**config.mk**
```make
export PLATFORM = sky130hd
export DESIGN_NAME = mem_bus_ctrl
export DESIGN_NICKNAME = d
export VERILOG_FILES = /design/src/rtl/mem_bus_ctrl_pkg.sv /design/src/rtl/mem_bus_ctrl_mem_reg.sv /design/src/rtl/mem_bus_ctrl.sv
export SDC_FILE = /design/constraint.sdc
export NUM_CORES = 1
export LEC_CHECK = 0
export ABC_CLOCK_PERIOD_IN_PS = 2900
export CAP_MARGIN = 20
export CELL_PAD_IN_SITES_DETAIL_PLACEMENT = 1
export CELL_PAD_IN_SITES_GLOBAL_PLACEMENT = 1
export CORE_MARGIN = 3
export CORE_UTILIZATION = 37
export DETAILED_ROUTE_END_ITERATION = 10
export HOLD_SLACK_MARGIN = 0.12
export PLACE_DENSITY = 0.87
export SLEW_MARGIN = 20
export SYNTH_ARGS = -nofsm -noshare
export SYNTH_HDL_FRONTEND = slang
export SYNTH_HIERARCHICAL = 1
export SYNTH_SLANG_ARGS = --single-unit
```
**constraint.sdc**
```tcl
create_clock -name clk -period 2.9 [get_ports clk]
set_input_delay 0.58 -clock clk [delete_from_list [all_inputs] [get_ports clk]]
set_output_delay 0.58 -clock clk [all_outputs]
set_load 0.1 [all_outputs]
```
**src/rtl/mem_bus_ctrl_pkg.sv**
```systemverilog
// Shared memory-op and exception codes plus the bus FSM state type.
package mem_bus_ctrl_pkg;

  // Memory operation encodings carried on ex_mem_op.
  localparam logic [1:0] MEMOP_NOP = 2'b00;
  localparam logic [1:0] MEMOP_LDW = 2'b01;
  localparam logic [1:0] MEMOP_STW = 2'b10;
  localparam logic [1:0] MEMOP_RSV = 2'b11;

  // ISA exception codes.
  localparam logic [2:0] NO_EXP     = 3'h0;
  localparam logic [2:0] MISS_ALIGN = 3'h4;
  localparam logic [2:0] BUS_ERR    = 3'h7;

  typedef enum logic [1:0] {
    ST_IDLE = 2'b00,
    ST_REQ  = 2'b01,
    ST_WAIT = 2'b10
  } bus_state_t;

  // Only LDW and STW touch the bus; the reserved code behaves like NOP.
  function automatic logic is_mem_access(input logic [1:0] op);
    return (op == MEMOP_LDW) || (op == MEMOP_STW);
  endfunction

endpackage

```
**src/rtl/mem_bus_ctrl_mem_reg.sv**
```systemverilog
// MEM stage output register: loads a new result, is killed to a bubble, or holds.
module mem_reg
  import mem_bus_ctrl_pkg::*;
(
  input  logic        clk,
  input  logic        reset,
  input  logic        load,
  input  logic        kill,
  input  logic        d_en,
  input  logic [31:0] d_out,
  input  logic [2:0]  d_exp,
  output logic        q_en,
  output logic [31:0] q_out,
  output logic [2:0]  q_exp
);

  // Kill has priority over load so a flush always leaves a bubble behind.
  always_ff @(posedge clk) begin
    if (reset) begin
      q_en  <= 1'b0;
      q_out <= 32'h0;
      q_exp <= NO_EXP;
    end else if (kill) begin
      q_en  <= 1'b0;
      q_exp <= NO_EXP;
    end else if (load) begin
      q_en  <= d_en;
      q_out <= d_out;
      q_exp <= d_exp;
    end
  end

endmodule

```
**src/rtl/mem_bus_ctrl.sv**
```systemverilog
// MEM stage bus controller: runs one LDW/STW bus transaction at a time
// (request, grant, strobe, wait for ready or timeout) and feeds the result
// into the MEM output register.
module mem_bus_ctrl
  import mem_bus_ctrl_pkg::*;
#(
  parameter int TIMEOUT = 255
) (
  input  logic        clk,
  input  logic        reset,
  input  logic        stall,
  input  logic        flush,
  input  logic        ex_en,
  input  logic [1:0]  ex_mem_op,
  input  logic [31:0] ex_out,
  input  logic [31:0] ex_mem_wr_data,
  input  logic [2:0]  ex_exp_code,
  output logic        bus_req_,
  input  logic        bus_grnt_,
  output logic        bus_as_,
  output logic        bus_rw,
  output logic [29:0] bus_addr,
  output logic [31:0] bus_wr_data,
  input  logic [31:0] bus_rd_data,
  input  logic        bus_rdy_,
  output logic        busy,
  output logic        mem_en,
  output logic [31:0] mem_out,
  output logic [2:0]  mem_exp_code
);

  // The counter holds completed wait cycles, so the TIMEOUT-th wait cycle is the last.
  localparam logic [7:0] TO_LAST = 8'(TIMEOUT - 1);

  bus_state_t  state_q;
  logic [7:0]  wait_cnt_q;
  logic        op_ldw_q;
  logic        flush_pend_q;
  logic        done_q;
  logic [31:0] cap_data_q;
  logic [2:0]  cap_exp_q;

  logic        aligned;
  logic        start;
  logic        rdy_hit;
  logic        to_hit;
  logic        complete;
  logic        load;
  logic        kill;
  logic        res_en;
  logic [31:0] res_out;
  logic [2:0]  res_exp;

  assign aligned  = (ex_out[1:0] == 2'b00);
  // done_q blocks a restart while a finished result waits out a stall.
  assign start    = (state_q == ST_IDLE) && !done_q && ex_en && !flush &&
                    is_mem_access(ex_mem_op) && (ex_exp_code == NO_EXP) && aligned;
  assign rdy_hit  = (state_q == ST_WAIT) && !bus_rdy_;
  assign to_hit   = (state_q == ST_WAIT) && bus_rdy_ && (wait_cnt_q == TO_LAST);
  assign complete = rdy_hit || to_hit;
  assign busy     = start || (state_q == ST_REQ) || ((state_q == ST_WAIT) && !complete);
  assign load     = !stall && !busy;
  // A transaction flushed while in flight still finishes on the bus, but its result is dropped.
  assign kill     = flush || (complete && flush_pend_q);

  // Select the value the MEM register will take: parked bus result, live bus result, or pass-through.
  always_comb begin
    res_en  = ex_en;
    res_out = ex_out;
    res_exp = NO_EXP;
    if (done_q) begin
      res_en  = 1'b1;
      res_out = cap_data_q;
      res_exp = cap_exp_q;
    end else if (complete) begin
      res_en  = 1'b1;
      res_out = (rdy_hit && op_ldw_q) ? bus_rd_data : 32'h0;
      res_exp = rdy_hit ? NO_EXP : BUS_ERR;
    end else if (ex_en) begin
      if (ex_exp_code != NO_EXP) begin
        res_exp = ex_exp_code;
      end else if (is_mem_access(ex_mem_op) && !aligned) begin
        res_exp = MISS_ALIGN;
      end
    end
  end

  // Bus FSM with registered bus outputs, wait counter and result capture.
  always_ff @(posedge clk) begin
    if (reset) begin
      state_q      <= ST_IDLE;
      wait_cnt_q   <= 8'h0;
      op_ldw_q     <= 1'b0;
      flush_pend_q <= 1'b0;
      done_q       <= 1'b0;
      cap_data_q   <= 32'h0;
      cap_exp_q    <= NO_EXP;
      bus_req_     <= 1'b1;
      bus_as_      <= 1'b1;
      bus_rw       <= 1'b1;
      bus_addr     <= 30'h0;
      bus_wr_data  <= 32'h0;
    end else begin
      bus_as_ <= 1'b1;
      if (done_q && (load || flush)) begin
        done_q <= 1'b0;
      end
      case (state_q)
        ST_IDLE: begin
          if (start) begin
            state_q      <= ST_REQ;
            bus_req_     <= 1'b0;
            op_ldw_q     <= (ex_mem_op == MEMOP_LDW);
            flush_pend_q <= 1'b0;
          end
        end
        ST_REQ: begin
          if (flush) begin
            state_q  <= ST_IDLE;
            bus_req_ <= 1'b1;
          end else if (!bus_grnt_) begin
            state_q     <= ST_WAIT;
            wait_cnt_q  <= 8'h0;
            bus_as_     <= 1'b0;
            bus_rw      <= op_ldw_q;
            bus_addr    <= ex_out[31:2];
            bus_wr_data <= ex_mem_wr_data;
          end
        end
        ST_WAIT: begin
          if (flush) begin
            flush_pend_q <= 1'b1;
          end
          if (complete) begin
            state_q      <= ST_IDLE;
            bus_req_     <= 1'b1;
            wait_cnt_q   <= 8'h0;
            cap_data_q   <= res_out;
            cap_exp_q    <= res_exp;
            flush_pend_q <= 1'b0;
            done_q       <= !(flush || flush_pend_q) && !load;
          end else begin
            wait_cnt_q <= wait_cnt_q + 8'd1;
          end
        end
        default: begin
          state_q  <= ST_IDLE;
          bus_req_ <= 1'b1;
        end
      endcase
    end
  end

  mem_reg u_mem_reg (
    .clk   (clk),
    .reset (reset),
    .load  (load),
    .kill  (kill),
    .d_en  (res_en),
    .d_out (res_out),
    .d_exp (res_exp),
    .q_en  (mem_en),
    .q_out (mem_out),
    .q_exp (mem_exp_code)
  );

endmodule

```
### After elaboration in Yosys (flattened, before gate mapping)

Index checks and enable logic that the tools add are counted.

| word-level totals | value |
|---|---|
| register bits | 149 |
| bits of input ports | 108 |
| output and inout bits | 102 |

| operators by class | value |
|---|---|
| add/subtract/negate cells | 1 |
| equal/unequal tests | 12 |
| mux-type cells | 30 |
| bitwise operators | 4 |
| reductions and logical operators | 48 |

Operator list:

| kind | count |
|---|---|
| 32-bit two-way mux | 3 |
| 8-bit two-way mux | 3 |
| 3-bit two-way mux | 6 |
| 1-bit logical AND | 16 |
| 8-bit case mux with 2 select lines | 1 |
| 3-bit AND reduction | 5 |
| 1-bit two-way mux | 10 |
| 2-bit != test (second input constant) | 5 |
| 1-bit logical NOT | 9 |
| 8-bit by 1-bit adder with 8-bit output (second input constant) | 1 |
| 8-bit equality test (second input constant) | 1 |
| 2-bit two-way mux | 4 |
| 1-bit logical OR | 7 |
| 3-bit != test (second input constant) | 2 |
| 2-bit case mux with 3 select lines | 1 |
| 2-bit AND reduction | 3 |
| 2-bit by 1-bit equality test with 1-bit output (second input constant) | 2 |
| 2-bit equality test (second input constant) | 2 |
| 2-bit logical NOT | 2 |
| 1-bit NOT | 4 |
| 2-bit nonzero test | 2 |
| 3-bit logical NOT | 1 |
| 1-bit case mux with 3 select lines | 1 |
| 3-bit nonzero test | 1 |
| other kinds (3) | 3 |

### Longest topological paths before layout

Gate-level depths: netlist of run 1.

| depth | value |
|---|---|
| depth after elaboration | 16 |
| depth in mapped cells | 9 |
| depth with buffers taken out | 8 |

### By module

The synthesis of run 1 kept the hierarchy.

By module, submodules not included:

| module | instances | cells each | area an instance (um^2) | seq. area each (um^2) |
|---|---|---|---|---|
| mem_bus_ctrl | 1 | 556 | 4844.6 | 2262.2 |
| mem_reg | 1 | 158 | 1642.8 | 720.7 |

### Worst setup path before layout of run 1

OpenSTA, ideal clock, no wires.

| timing | value |
|---|---|
| path kind | input-to-output |
| start point | input ex_mem_op[1] |
| end point | output busy |
| data arrival time | 3398 ps |
| required time | 2320 ps |
| setup slack | -1078 ps |
| cell stages on the path | 6 |
| path buffers | 0 |
| path through | inv_1 ha_1 nor3_1 and4b_1 nor2_1 o21ai_0 |

| on the way | value |
|---|---|
| word-level cells in the longest chain between the ends | 7 |

RTL lines:

| item | RTL line | RTL |
|---|---|---|
| start, declared | mem_bus_ctrl.sv:14 | `input logic [1:0] ex_mem_op,` |
| 2-bit by 1-bit equality test with 1-bit output / 2-bit equality test (equally long branches) | mem_bus_ctrl_pkg.sv:23 | `return (op == MEMOP_LDW) \|\| (op == MEMOP_STW);` |
| 1-bit logical OR (*) | mem_bus_ctrl_pkg.sv:23 |  |
| 1-bit logical AND (*) | mem_bus_ctrl.sv:56 | `assign start = (state_q == ST_IDLE) && !done_q && ex_en && !flush &&` |
| 1-bit logical AND (*) (2 in a row) | mem_bus_ctrl.sv:57 | `is_mem_access(ex_mem_op) && (ex_exp_code == NO_EXP) && aligned;` |
| 1-bit logical OR (*) (2 in a row) | mem_bus_ctrl.sv:61 | `assign busy = start \|\| (state_q == ST_REQ) \|\| ((state_q == ST_WAIT) && !complete);` |
| end, declared | mem_bus_ctrl.sv:26 | `output logic busy,` |

Mark *: on every way between the ends. The rest lies on a longest branch, timed or not.

### Final worst setup path of run 1

Same ends and word-level chain as after synthesis.

==> results of run 1 <==
[critical path, delay by kind of cell]
kind	cells	cell delay, ps
buffers and inverters	3	680
adder cells (fa/ha/maj)	1	300
AND/OR/NAND/NOR	3	460
AO/OA/AOI/OAI	1	170
[metal layers]
layer,track usage,part of all wire,wire length (microns)
met1,0.281,0.44,9600
met4,0.0582,0.010,221
met3,0.0597,0.064,1400
met5,0,0,0
met2,0.366,0.49,10700
[power groups by stage]
stage | Clock (mW) | Sequential, mW | Combinational (mW)
after CTS | 2.18 | 2.08 | 0.571
after detailed placement | 0 | 2.13 | 0.567
after global placement | 0 | 2.13 | 0.564
final | 2.12 | 2.08 | 0.571
after global routing | 2.27 | 2.09 | 0.595
after floorplan | 0 | 2.30 | 0.140
[stage by stage]
step                worst slack [ps]  power [mW]  instance area (sq um)
global placement                 123        2.69                   8500
CTS                             86.4        4.83                   9060
floorplan                        207        2.44                   6490
global route                    18.7        4.95                   9070
finish                           128        4.78                   9070
detailed placement               100        2.70                   8500
[cells by family after synthesis]
| logic type | count (synthesis) | share of synthesized area |
|---|---|---|
| compound gates | 202 | 0.211 |
| fa+ha+maj | 3 | 0.00579 |
| mux | 5 | 0.00771 |
| flops | 149 | 0.460 |
| buf+inv | 66 | 0.0625 |
| simple gates | 289 | 0.253 |
[repair_timing]
| action | in CTS | in global routing |
|---|---|---|
| resized for setup | 0 | 1 |
| endpoints found under the hold margin | 0 | 0 |
| buffers inserted | 0 | 0 |
| setup endpoints to repair | 0 | 1 |
[sequential cells by signal (all words and copies together) (netlist names)]
signal / flops
bus_req_: 1
u_mem_reg/q_en: 1
bus_as_: 1
bus_addr: 30
u_mem_reg/q_out: 32
flush_pend_q: 1
u_mem_reg/q_exp: 3
wait_cnt_q: 8
cap_exp_q: 3
bus_rw: 1
op_ldw_q: 1
done_q: 1
cap_data_q: 32
bus_wr_data: 32
state_q: 2
[path summary, 6_finish.rpt]
check,from,end,cells past startpoint
max,ex_mem_op[1],busy,8
min reg2reg,bus_wr_data[8],bus_wr_data[8],2
max reg2reg,wait_cnt_q[1],u_mem_reg/q_out[29],7
min,bus_wr_data[8],bus_wr_data[8],2
[placed cells by master (no fill, tap or decap), drive strengths merged, types with 19 or more instances in the layout]
| cell | netlist | final |
|---|---|---|
| dfxtp | 149 | 149 |
| nand2 | 129 | 129 |
| buf | 36 | 127 |
| clkdlybuf4s50 | 0 | 106 |
| a21oi | 76 | 76 |
| o21ai | 41 | 41 |
| nand2b | 35 | 35 |
| and2 | 33 | 33 |
| a221o | 32 | 32 |
| a22o | 32 | 32 |
| nand4bb | 32 | 32 |
| nor2 | 20 | 20 |
| clkbuf | 24 | 19 |
[final cells by class]
cell class,count,area (sq um)
diodes,1,2.50
clock buffers,19,443
clock inverters,13,123
fillers,1927,7800
inverters,6,22.5
multi-input cells,499,3130
flip-flops and latches,149,2980
well taps,220,275
repair buffers,233,2090
==> metrics, run 1 <==
share of the clock period used by the worst path after layout=0.956; total leakage power=3.43 nW; proportion of power drawn by flip-flops and latches=0.436; global-route wire length before repair=34,200 microns; total routed wirelength=21,900 microns; nets=1,017; share of cells above drive strength 1=0.192; effective utilization at floorplan=0.384; vias per cell=5.39; CTS tree=built; WL/cell=19.2 microns; Fmax=361 MHz; Critical-path top delay cell=sky130_fd_sc_hd__clkdlybuf4s50_1; Remaining DRCs=0; largest buffer count on any clock path=2; Synthesized Nets=825; slowest cell delay on critical path=450 ps; Remaining Overflow, GRT=0; worst setup skew after layout=9.54 ps; largest fanout of any net on the critical path=2; final cell utilization of the core=0.538; most numerous cell in the Yosys netlist=sky130_fd_sc_hd__dfxtp_1; endpoint arrival time on the critical path=2190 ps; net switching power=1.26 mW; part of the power in the clock network=0.444; Setup crit start kind=primary input; Buffers on Ports=209; sequential share of the synthesized area=0.460; Clock Sinks=149; cell type with the largest total area after synthesis=sky130_fd_sc_hd__dfxtp_1; Async S/R FF share, synth=0; number of search-and-repair iterations in the first detailed-routing pass=4; Tot GR Track Use=0.219; detailed placer's ending HPWL=15,200 microns; run status=complete, no violations; area of the mapped netlist=0.00649 sq mm; switching power as a share of total power=0.264; source-to-sink clock delay at the later pin of the worst-skew pair=410 ps; clock transition at the registers of the reported paths=60 ps; worst hold slack=457 ps; final setup violation count=0; # hold bufs at CTS=0; Worst EP required=2320 ps; # rows=47; count of endpoints failing hold in the final timing report=0; DP Cell Count=1,107; top post-synthesis cells by area=sky130_fd_sc_hd__dfxtp_1 46%, sky130_fd_sc_hd__nand2_1 7.5%, sky130_fd_sc_hd__a21oi_1 5.8%; vias in the first global route=6,266; number of max-capacitance violations reported=0; total via count in the routed design=6,139; count of flip-flops with a built-in enable after synthesis=0; Worst-Margin Slew=644 ps; Worst Setup End Kind=output pin; share of total power in combinational logic=0.120; synth unique cells=58; initial antenna violation count=0; RSZ-0062 raised after global routing=false; number of synthesized register bits=149; worst supply voltage drop on vdd=359 uV; class of the tightest hold or removal check=reg -> reg; max-slew violation total from the final report=0; floorplan die width=138 microns; starting DRC count in detailed routing=397; cell-by-cell trace of the critical path=clkdlybuf4s50_1 > inv_1 > ha_1 > nor3_2 > and4b_1 > nor2_1 > o21ai_2 > buf_12; Post-Layout Cell Count=1,140; synthesis-to-finish area growth=39.8%; setup slack, reg-to-reg=430 ps; Root Driver=sky130_fd_sc_hd__clkbuf_16; standard cell core area=0.0169 sq mm; aggregate negative setup slack=0 ps; cell count after synthesis=714; total number of yosys warnings=6; pwr/cell area=527 mW/mm^2; Synth top cells by count=149 x sky130_fd_sc_hd__dfxtp_1, 129 x sky130_fd_sc_hd__nand2_1, 75 x sky130_fd_sc_hd__a21oi_1; top-level port count=210; area fraction of the dominant cell type after synthesis=0.460; worst setup path category=in -> out; average footprint of a synthesized cell=9.09 sq um; H-tree levels=4; design internal power=3.52 mW; number of routed nets with antenna violations=0; minimum clock period after layout=2770 ps; TritonCTS Buffers=17; flip-flop cell with the highest count after synthesis=sky130_fd_sc_hd__dfxtp_1; Placer Congestion=0.796; overall die height=138 microns; pin count of the biggest net entering global routing=99; Die Area=0.0192 sq mm; Max-slew headroom=0.571
No activity file was read; power rests on OpenSTA's default activity.
==> run 2, diff against run 1 <==
--- a/config.mk
+++ b/config.mk
@@ -19,3 +19,4 @@
 export SYNTH_HDL_FRONTEND = slang
 export SYNTH_HIERARCHICAL = 1
 export SYNTH_SLANG_ARGS = --single-unit
+export TNS_END_PERCENT = 1
==> results of run 2 <==
The final DEF is identical to that of run 1; final timing and power are the same.
==> run 3, diff against run 2 <==
--- a/config.mk
+++ b/config.mk
@@ -6,7 +6,7 @@
 export NUM_CORES = 1
 export LEC_CHECK = 0
 export ABC_CLOCK_PERIOD_IN_PS = 2900
-export CAP_MARGIN = 20
+export CAP_MARGIN = 5
 export CELL_PAD_IN_SITES_DETAIL_PLACEMENT = 1
 export CELL_PAD_IN_SITES_GLOBAL_PLACEMENT = 1
 export CORE_MARGIN = 3
==> results of run 3 <==
The final DEF is identical to that of run 1; final timing and power are the same.
